**src/rtl/pcie_tl_pkg.sv**
```systemverilog
// Shared transaction-layer definitions for the TLP datapath blocks.
//   TL_DATA_W   : word width, {dest[1:0], payload[7:0]}
//   TL_DEST_MSB : top bit of the destination field
//   TL_DEST_LSB : bottom bit of the destination field
//   tl_word_t   : one transaction-layer word
//   tl_dest_e   : destination codes DEST0..DEST3
package pcie_tl_pkg;

    localparam int unsigned TL_DATA_W   = 10;
    localparam int unsigned TL_DEST_MSB = 9;
    localparam int unsigned TL_DEST_LSB = 8;

    typedef logic [TL_DATA_W-1:0] tl_word_t;

    typedef enum logic [1:0] {
        DEST0 = 2'd0,
        DEST1 = 2'd1,
        DEST2 = 2'd2,
        DEST3 = 2'd3
    } tl_dest_e;

    function automatic tl_dest_e tl_dest(input tl_word_t w);
        return tl_dest_e'(w[TL_DEST_MSB:TL_DEST_LSB]);
    endfunction

endpackage

```
**src/rtl/fifo_tlp_if.sv**
```systemverilog
// Handshake/status bundle between a TLP producer/consumer and fifo_tlp.
//   master : drives wr, data_in, rd; observes data_out, flags, count, errors
//   slave  : the FIFO side
interface fifo_tlp_if #(
    parameter int unsigned DEPTH = 8
);
    import pcie_tl_pkg::*;

    localparam int unsigned ADDR_W = $clog2(DEPTH);

    logic            wr;
    tl_word_t        data_in;
    logic            rd;
    tl_word_t        data_out;
    logic            empty;
    logic            full;
    logic            almost_empty;
    logic            almost_full;
    logic [ADDR_W:0] count;
    logic            err_overflow;
    logic            err_underflow;

    modport master (
        output wr, data_in, rd,
        input  data_out, empty, full, almost_empty, almost_full, count,
               err_overflow, err_underflow
    );

    modport slave (
        input  wr, data_in, rd,
        output data_out, empty, full, almost_empty, almost_full, count,
               err_overflow, err_underflow
    );

endinterface

```
**src/rtl/fifo_tlp_mem.sv**
```systemverilog
// DEPTH x DATA_W register array for fifo_tlp. Not reset.
//   clk   : clock
//   we    : write enable
//   waddr : write address
//   wdata : write data
//   raddr : read address (asynchronous read)
//   rdata : read data
module fifo_tlp_mem #(
    parameter int unsigned DATA_W = 10,
    parameter int unsigned DEPTH  = 8,
    parameter int unsigned ADDR_W = $clog2(DEPTH)
) (
    input  logic              clk,
    input  logic              we,
    input  logic [ADDR_W-1:0] waddr,
    input  logic [DATA_W-1:0] wdata,
    input  logic [ADDR_W-1:0] raddr,
    output logic [DATA_W-1:0] rdata
);

    logic [DATA_W-1:0] mem [DEPTH];

    always_ff @(posedge clk) begin
        if (we) begin
            mem[waddr] <= wdata;
        end
    end

    assign rdata = mem[raddr];

endmodule

```
**src/rtl/fifo_tlp.sv**
```systemverilog
// First-word-fall-through FIFO for 10-bit transaction-layer words.
//   clk   : clock, rising edge
//   reset : synchronous, active-high; clears pointers, count and error flags
//   bus   : fifo_tlp_if.slave -- wr/data_in/rd in; data_out, empty, full,
//           almost_empty, almost_full, count, err_overflow, err_underflow out
// Build option: define FIFO_ERR_EN to build the sticky error flags; otherwise
// err_overflow/err_underflow are tied to 0.
module fifo_tlp
    import pcie_tl_pkg::*;
#(
    parameter int unsigned DATA_W    = TL_DATA_W,
    parameter int unsigned DEPTH     = 8,
    parameter int unsigned AF_THRESH = 6,
    parameter int unsigned AE_THRESH = 2
) (
    input  logic       clk,
    input  logic       reset,
    fifo_tlp_if.slave  bus
);

    localparam int unsigned ADDR_W = $clog2(DEPTH);
    localparam logic [ADDR_W:0] DepthCnt = (ADDR_W + 1)'(DEPTH);
    localparam logic [ADDR_W:0] AfCnt    = (ADDR_W + 1)'(AF_THRESH);
    localparam logic [ADDR_W:0] AeCnt    = (ADDR_W + 1)'(AE_THRESH);

    logic [ADDR_W-1:0] wr_ptr_q, rd_ptr_q;
    logic [ADDR_W:0]   count_q, count_d;
    logic              empty, full, push, pop;
    logic [DATA_W-1:0] rdata;

    assign empty = (count_q == '0);
    assign full  = (count_q == DepthCnt);

    // A simultaneous pop frees the slot, so a full FIFO still accepts wr&rd.
    assign push = bus.wr && (!full || bus.rd);
    assign pop  = bus.rd && !empty;

    always_comb begin
        count_d = count_q;
        if (push && !pop) begin
            count_d = count_q + 1'b1;
        end else if (pop && !push) begin
            count_d = count_q - 1'b1;
        end
    end

    always_ff @(posedge clk) begin
        if (reset) begin
            wr_ptr_q <= '0;
            rd_ptr_q <= '0;
            count_q  <= '0;
        end else begin
            if (push) wr_ptr_q <= wr_ptr_q + ADDR_W'(1);
            if (pop)  rd_ptr_q <= rd_ptr_q + ADDR_W'(1);
            count_q <= count_d;
        end
    end

    fifo_tlp_mem #(
        .DATA_W (DATA_W),
        .DEPTH  (DEPTH),
        .ADDR_W (ADDR_W)
    ) u_mem (
        .clk   (clk),
        .we    (push),
        .waddr (wr_ptr_q),
        .wdata (bus.data_in),
        .raddr (rd_ptr_q),
        .rdata (rdata)
    );

    assign bus.data_out     = empty ? '0 : rdata;
    assign bus.empty        = empty;
    assign bus.full         = full;
    assign bus.almost_empty = (count_q <= AeCnt);
    assign bus.almost_full  = (count_q >= AfCnt);
    assign bus.count        = count_q;

`ifdef FIFO_ERR_EN
    logic ovf_q, udf_q;

    always_ff @(posedge clk) begin
        if (reset) begin
            ovf_q <= 1'b0;
            udf_q <= 1'b0;
        end else begin
            if (bus.wr && full && !bus.rd) ovf_q <= 1'b1;
            // Covers empty&wr&rd too: the pop half is ignored.
            if (bus.rd && empty)           udf_q <= 1'b1;
        end
    end

    assign bus.err_overflow  = ovf_q;
    assign bus.err_underflow = udf_q;
`else
    assign bus.err_overflow  = 1'b0;
    assign bus.err_underflow = 1'b0;
`endif

endmodule

```
**src/flat_wrapper.sv**
```systemverilog
// flat-port wrapper written by rule: the top's interface ports become plain ports
module fifo_tlp_flat import pcie_tl_pkg::*;
#(
    parameter int unsigned DATA_W    = TL_DATA_W,
    parameter int unsigned DEPTH     = 8,
    parameter int unsigned AF_THRESH = 6,
    parameter int unsigned AE_THRESH = 2
)
  (clk, reset, bus_wr, bus_data_in, bus_rd, bus_data_out, bus_empty, bus_full, bus_almost_empty, bus_almost_full, bus_count, bus_err_overflow, bus_err_underflow);
  fifo_tlp_if #(.DEPTH(DEPTH)) bus_i ();
  input  logic clk;
  input  logic reset;
  input wire logic [$bits(bus_i.wr)-1:0] bus_wr;
  input wire logic [$bits(bus_i.data_in)-1:0] bus_data_in;
  input wire logic [$bits(bus_i.rd)-1:0] bus_rd;
  output wire logic [$bits(bus_i.data_out)-1:0] bus_data_out;
  output wire logic [$bits(bus_i.empty)-1:0] bus_empty;
  output wire logic [$bits(bus_i.full)-1:0] bus_full;
  output wire logic [$bits(bus_i.almost_empty)-1:0] bus_almost_empty;
  output wire logic [$bits(bus_i.almost_full)-1:0] bus_almost_full;
  output wire logic [$bits(bus_i.count)-1:0] bus_count;
  output wire logic [$bits(bus_i.err_overflow)-1:0] bus_err_overflow;
  output wire logic [$bits(bus_i.err_underflow)-1:0] bus_err_underflow;
  assign bus_i.wr = bus_wr;
  assign bus_i.data_in = bus_data_in;
  assign bus_i.rd = bus_rd;
  assign bus_data_out = bus_i.data_out;
  assign bus_empty = bus_i.empty;
  assign bus_full = bus_i.full;
  assign bus_almost_empty = bus_i.almost_empty;
  assign bus_almost_full = bus_i.almost_full;
  assign bus_count = bus_i.count;
  assign bus_err_overflow = bus_i.err_overflow;
  assign bus_err_underflow = bus_i.err_underflow;
  fifo_tlp #(.DATA_W(DATA_W), .DEPTH(DEPTH), .AF_THRESH(AF_THRESH), .AE_THRESH(AE_THRESH)) u_core (.clk(clk), .reset(reset), .bus(bus_i));
endmodule
```
**config.mk**
```make
export PLATFORM = sky130hd
export DESIGN_NAME = fifo_tlp_flat
export DESIGN_NICKNAME = d
export VERILOG_FILES = /design/src/rtl/pcie_tl_pkg.sv /design/src/rtl/fifo_tlp_if.sv /design/src/rtl/fifo_tlp_mem.sv /design/src/rtl/fifo_tlp.sv /design/src/flat_wrapper.sv
export SDC_FILE = /design/constraint.sdc
export NUM_CORES = 1
export LEC_CHECK = 0
export ABC_CLOCK_PERIOD_IN_PS = 3700
export CORE_ASPECT_RATIO = 1.5
export CORE_UTILIZATION = 40
export CTS_CLUSTER_SIZE = 14
export DETAILED_ROUTE_END_ITERATION = 6
export PLACE_DENSITY = 0.66
export SYNTH_ARGS = -nofsm -noshare
export SYNTH_HDL_FRONTEND = slang
export SYNTH_HIERARCHICAL = 1
export SYNTH_SLANG_ARGS = --single-unit
```
**constraint.sdc**
```tcl
create_clock -name clk -period 3.7 [get_ports clk]
set_input_delay 0.555 -clock clk [delete_from_list [all_inputs] [get_ports clk]]
set_output_delay 0.555 -clock clk [all_outputs]
set_load 0.03 [all_outputs]
```
## Word level (Yosys, flattened, before mapping)

Memory sizes are Yosys's and may differ from the RTL's. A register that Yosys moved wholly into a read port is not among the register bits.
Cells that the tools add are included.

- $add $sub $neg: 4
- $mul: 0
- Div/mod/pow operators: 0
- $lt $le $gt $ge: 2
- Equal/unequal tests: 1
- Shift-type cells: 0
- Multiplexer cells: 7
- Bitwise operators: 0
- Reduce and logical (&&, ||, !) cells: 11

Operators with widths:

| kind | number |
|---|---|
| two-way mux 10 bit | 1 |
| two-way mux 4 bit | 2 |
| adder 3 x 1 -> 3 bit, second input constant | 2 |
| two-way mux 3 bit | 2 |
| adder 4 x 1 -> 4 bit, second input constant | 1 |
| equality test 4 bit, second input constant | 1 |
| greater-or-equal comparator 4 x 3 -> 1 bit, second input constant | 1 |
| less-or-equal comparator 4 x 2 -> 1 bit, second input constant | 1 |
| logical AND 1 bit | 4 |
| logical NOT 1 bit | 4 |
| logical NOT 4 bit | 1 |
| subtractor 4 x 1 -> 4 bit, second input constant | 1 |
| two-way mux 1 bit | 2 |
| nonzero test 2 bit | 1 |
| logical OR 1 bit | 1 |

- Register bits after elaboration: 10
- Bits in latches: 0
- Memory bits (writable): 80
- Memory bits (read-only): 0
- Bits of input ports: 14
- Output and inout bits: 20
- Word-level logic and storage cells: 29
- Memories: 1

Memory list:

| memory | words | bits a word | read ports | clocked after Yosys merged registers in | write ports | line | RTL |
|---|---|---|---|---|---|---|---|
| u_core.u_mem.mem | 8 | 10 | 1 | 1 | 1 | fifo_tlp_mem.sv:21 | `logic [DATA_W-1:0] mem [DEPTH];` |

## Depth between registers and ports, before layout

- Depth in word-level cells: 8
- Depth in mapped cells: 10
- Depth with buffers taken out: 10

## By module

The synthesis kept the hierarchy.

By module, submodules not included:

| module | instances | cells each | area an instance (µm²) | sequential area each (µm²) |
|---|---|---|---|---|
| fifo_tlp_mem | 1 | 128 | 3133.0 | 2402.3 |
| fifo_tlp | 1 | 71 | 634.4 | 200.2 |

## Least setup slack after synthesis

OpenSTA, ideal clock, no wires.

- Path kind: register to register
- Start: register u_core.count_q[3], in the netlist u_core/bus.count[3]
- End: register u_core.count_q[3], in the netlist u_core/bus.count[3]
- Library setup time: 0.121 ns
- Data arrival time: 2.668 ns
- Required time: 3.579 ns
- Setup slack: 0.911 ns
- Stages on the path, launching flop included: 11
- Path buffers: 0
- Clock period less this slack: 2.789 ns
- Cells stage by stage: dfxtp_1 > or4b_4 > o21ai_4 > inv_1 > ha_1 > inv_1 > ha_1 > a21oi_1 > a211oi_1 > a31oi_1 > mux2_2

- Longest elaborated chain between the ends: 7
- Elaborated cells on any way between the ends: 16
- Those cells by class: add/sub (2); eq/ne (1); mux (2); reduce/logical (11)

RTL lines:

| element | line | RTL |
|---|---|---|
| start: declaration | fifo_tlp.sv:27 | `logic [ADDR_W:0] count_q, count_d;` |
| start signal: assignment | fifo_tlp.sv:55 | `count_q <= count_d;` |
| equality test 4 bit * | fifo_tlp.sv:32 | `assign full = (count_q == DepthCnt);` |
| logical NOT 1 bit * | fifo_tlp.sv:35 | `assign push = bus.wr && (!full \|\| bus.rd);` |
| logical OR 1 bit * | fifo_tlp.sv:35 |  |
| logical AND 1 bit * | fifo_tlp.sv:35 |  |
| net u_core.push | fifo_tlp.sv:28 | `logic empty, full, push, pop;` |
| logical NOT 1 bit | fifo_tlp.sv:42 | `end else if (pop && !push) begin` |
| logical AND 1 bit | fifo_tlp.sv:42 |  |
| nonzero test 2 bit (no source line) | -- |  |

The timed path passes the listed nets; every way through them passes the cells marked *. The select of a mux whose other input is x is not followed.
A chain may end at the register's enable or synchronous reset.

==> results.cfg <==
[critical_path]
cp_max_fo = 22
cp.required_ps = 3140
cp.arrival_ps = 2580
rr_startpoint = u_core/bus.count[1]
path_class = reg2out
r2r_cells = 10
r2r_setup_slack_ps = 880
rr_endpoint = u_core/bus.count[3]
crit_chain = buf_4 > mux4_1 > mux2_2 > nor2b_1 > clkdlybuf4s50_1
end_kind = output pin
start_kind = register
crit_slowest_cell = mux4_1
critPathMaxStageDelay_ps = 620
path_delay_family = buffers and inverters
crit_buf_inv = 2

[clock_tree]
htreeDepth = 3
root_buffer = clkbuf_16
clkTransAtPathRegs_ps = 60
hold_buffers = 0
clock_sinks = 90
post_cts_buffers = 0
postCtsResizedCells = 0
cts_tree = built
clock_path_buffers = 2
cts_buffers = 9
clk_latency_ps = 330

[synth]
yosys_warnings = 6
synth_cell_type_count = 30
yosys_register_bits = 90
syn_area_um2 = 3770
ys_seq_area_frac = 0.691
syn_inst = 199
syn_area_per_cell_um2 = 18.9

[pwr]
pwr-share-clk = 0.291
switchingPower_mw = 0.934
netSwitchingFraction = 0.292
intPower_mw = 2.26
p_leak_nw = 1.57
pwr-share-comb = 0.321
p_per_area_nw_per_um2 = 699
power_frac_seq = 0.388
irDropWorstVdd_v = 0.000439

[die]
die_area_um2 = 9820
initial_core_util = 0.409
die_h_um = 121
fp.dieW_um = 81.2
coreArea_um2 = 9200
pin_count = 34
rows = 43

[sta]
fin_hold_ws_ps = 545
finalMaxSlewViolations = 0
rsz0062_at_grt = no
slew-limit-headroom = 0.554
fin_crit_ps = 3140
final.period_utilization = 0.849
hold_viol = 0
worst_pin_slew_ps = 668
clock_skew_ps = 5.43
fin_setup_tns_ps = 0
max_freq_mhz = 318
finalSetupViolCount = 0

[drt]
via_count = 1886
wl_um = 6490
postRouteAntennaNets = 0
drtIter0Drc = 97
first_pass_iters = 4
post_drt_wl_per_cell_um = 18.0
drcViolationCount = 0
viasPerCell = 5.22

[min_path]
hold_path_depth = 2
hold_end = u_core/wr_ptr_q[2]
hp-start = u_core/wr_ptr_q[2]
hp-class = reg2reg

[final_layout]
final_nets = 264
final_core_util = 0.497
diodes = 0
synthToLayoutAreaGrowth_pct = 21.3
stdcell_count = 361
final_layout_size_suffix_gt1_frac = 0.161

[place]
portBuffers = 31
dp.cells = 345
globalplace.congestion = 0.709
hpwlAfterDp_um = 4020

[status]
status = finished clean

[global_routing]
track_usage = 0.152
antenna_found_initial = 0
grt.overflow.total = 0
grt_pass1_wl_um = 10000
grt_pass1_vias = 1846
grt_max_degree = 23

[flow_run]
max-cap-violations = 0
[per-layer routing]
layer  GRT usage  part of all wire  vias up
li1            -                 -      887
met1       0.179              0.41      939
met2       0.246              0.52       47
met3      0.0406             0.034       13
met4      0.0848             0.029        0
met5           0                 0        -
[power groups by stage]
stage | Combinational, mW | Sequential, mW | Clock (mW)
final | 1.02 | 1.24 | 0.930
after global routing | 1.09 | 1.25 | 1.00
after CTS | 1.04 | 1.24 | 0.957
after detailed placement | 1.04 | 1.26 | 0
after global placement | 1.02 | 1.26 | 0
after floorplan | 0.679 | 1.27 | 0
[logic make-up after synthesis]
family | count (synthesis) | share of synthesized area
multiplexers | 34 | 0.180
AND/OR/NAND/NOR | 41 | 0.0561
other | 1 | 0.000995
flip-flops | 90 | 0.691
XOR/XNOR | 6 | 0.0139
AO/OA/AOI/OAI | 8 | 0.0169
adder cells (fa/ha/maj) | 6 | 0.0219
buffers and inverters | 13 | 0.0189
[synth_stat cells, drive strengths merged]
| master | instances | share of area |
|---|---|---|
| dfxtp | 10 | 0.053 |
| nand2 | 2 | 0.0020 |
| conb | 1 | 0.0010 |
| edfxtp | 80 | 0.64 |
| buf | 5 | 0.011 |
| xor2 | 5 | 0.012 |
| nor2b | 11 | 0.018 |
| a21oi | 2 | 0.0027 |
| mux2 | 11 | 0.033 |
| inv | 3 | 0.0030 |
| fa | 1 | 0.0053 |
| a31oi | 1 | 0.0017 |
| o211ai | 1 | 0.0020 |
| a21o | 1 | 0.0023 |
| or4b | 1 | 0.0037 |
| nor4 | 1 | 0.0017 |
| nand3b | 1 | 0.0020 |
| nand3 | 1 | 0.0013 |
| ha | 5 | 0.017 |
| a211oi | 2 | 0.0040 |
| mux4 | 20 | 0.14 |
| mux2i | 3 | 0.0080 |
| xnor2 | 1 | 0.0023 |
| o21ai | 1 | 0.0043 |
| clkbuf | 5 | 0.0050 |
| nor3 | 2 | 0.0027 |
| nor2 | 18 | 0.018 |
| nand2b | 4 | 0.0066 |
[registers in the layout, summed over array words and instances, names as in the netlist]
signal / count
u_core/bus.count: 4
u_core/wr_ptr_q: 3
u_core/rd_ptr_q: 3
u_core/u_mem/mem: 80
[cell usage in the layout (no fill, tap or decap), drive strengths merged, types with 10 or more instances in the layout]
cell,synthesis,routed
buf,5,12
clkbuf,5,10
clkdlybuf4s50,0,31
dfxtp,10,10
edfxtp,80,80
mux2,11,11
mux4,20,20
nor2,18,18
nor2b,11,11
[worst max-delay path by stage]
stage,from,end,slack (ps),cells past startpoint
2_1_floorplan,u_core/bus.count[3],u_core/bus.count[3],910,10
3_3_place_gp,bus_rd,u_core/bus.count[3],830,10
3_5_place_dp,bus_rd,u_core/bus.count[3],780,10
4_1_cts,u_core/rd_ptr_q[0],bus_data_out[9],520,5
5_1_grt,u_core/rd_ptr_q[0],bus_data_out[9],450,5
6_report,u_core/rd_ptr_q[0],bus_data_out[3],560,5
[final cells by class]
type / instances / area [um^2]
clock inverters: 6 / 81.3
clock buffers: 10 / 229
flip-flops and latches: 90 / 2600
multi-input cells: 97 / 1100
fillers: 765 / 4630
well taps: 112 / 140
inverters: 3 / 11.3
repair buffers: 43 / 400
[stage by stage]
step	setup slack, ps	area, um^2	power, mW
global route	450	4570	3.34
finish	560	4570	3.19
floorplan	911	3770	1.95
global placement	827	4260	2.28
detailed placement	775	4260	2.30
CTS	519	4570	3.24
[tightest hold or removal path: stages, from the launching register on]
cell     delay [ps]
dfxtp_1         350
xor2_1           80
nor2_1           80
(Power assumes the default switching activity.)
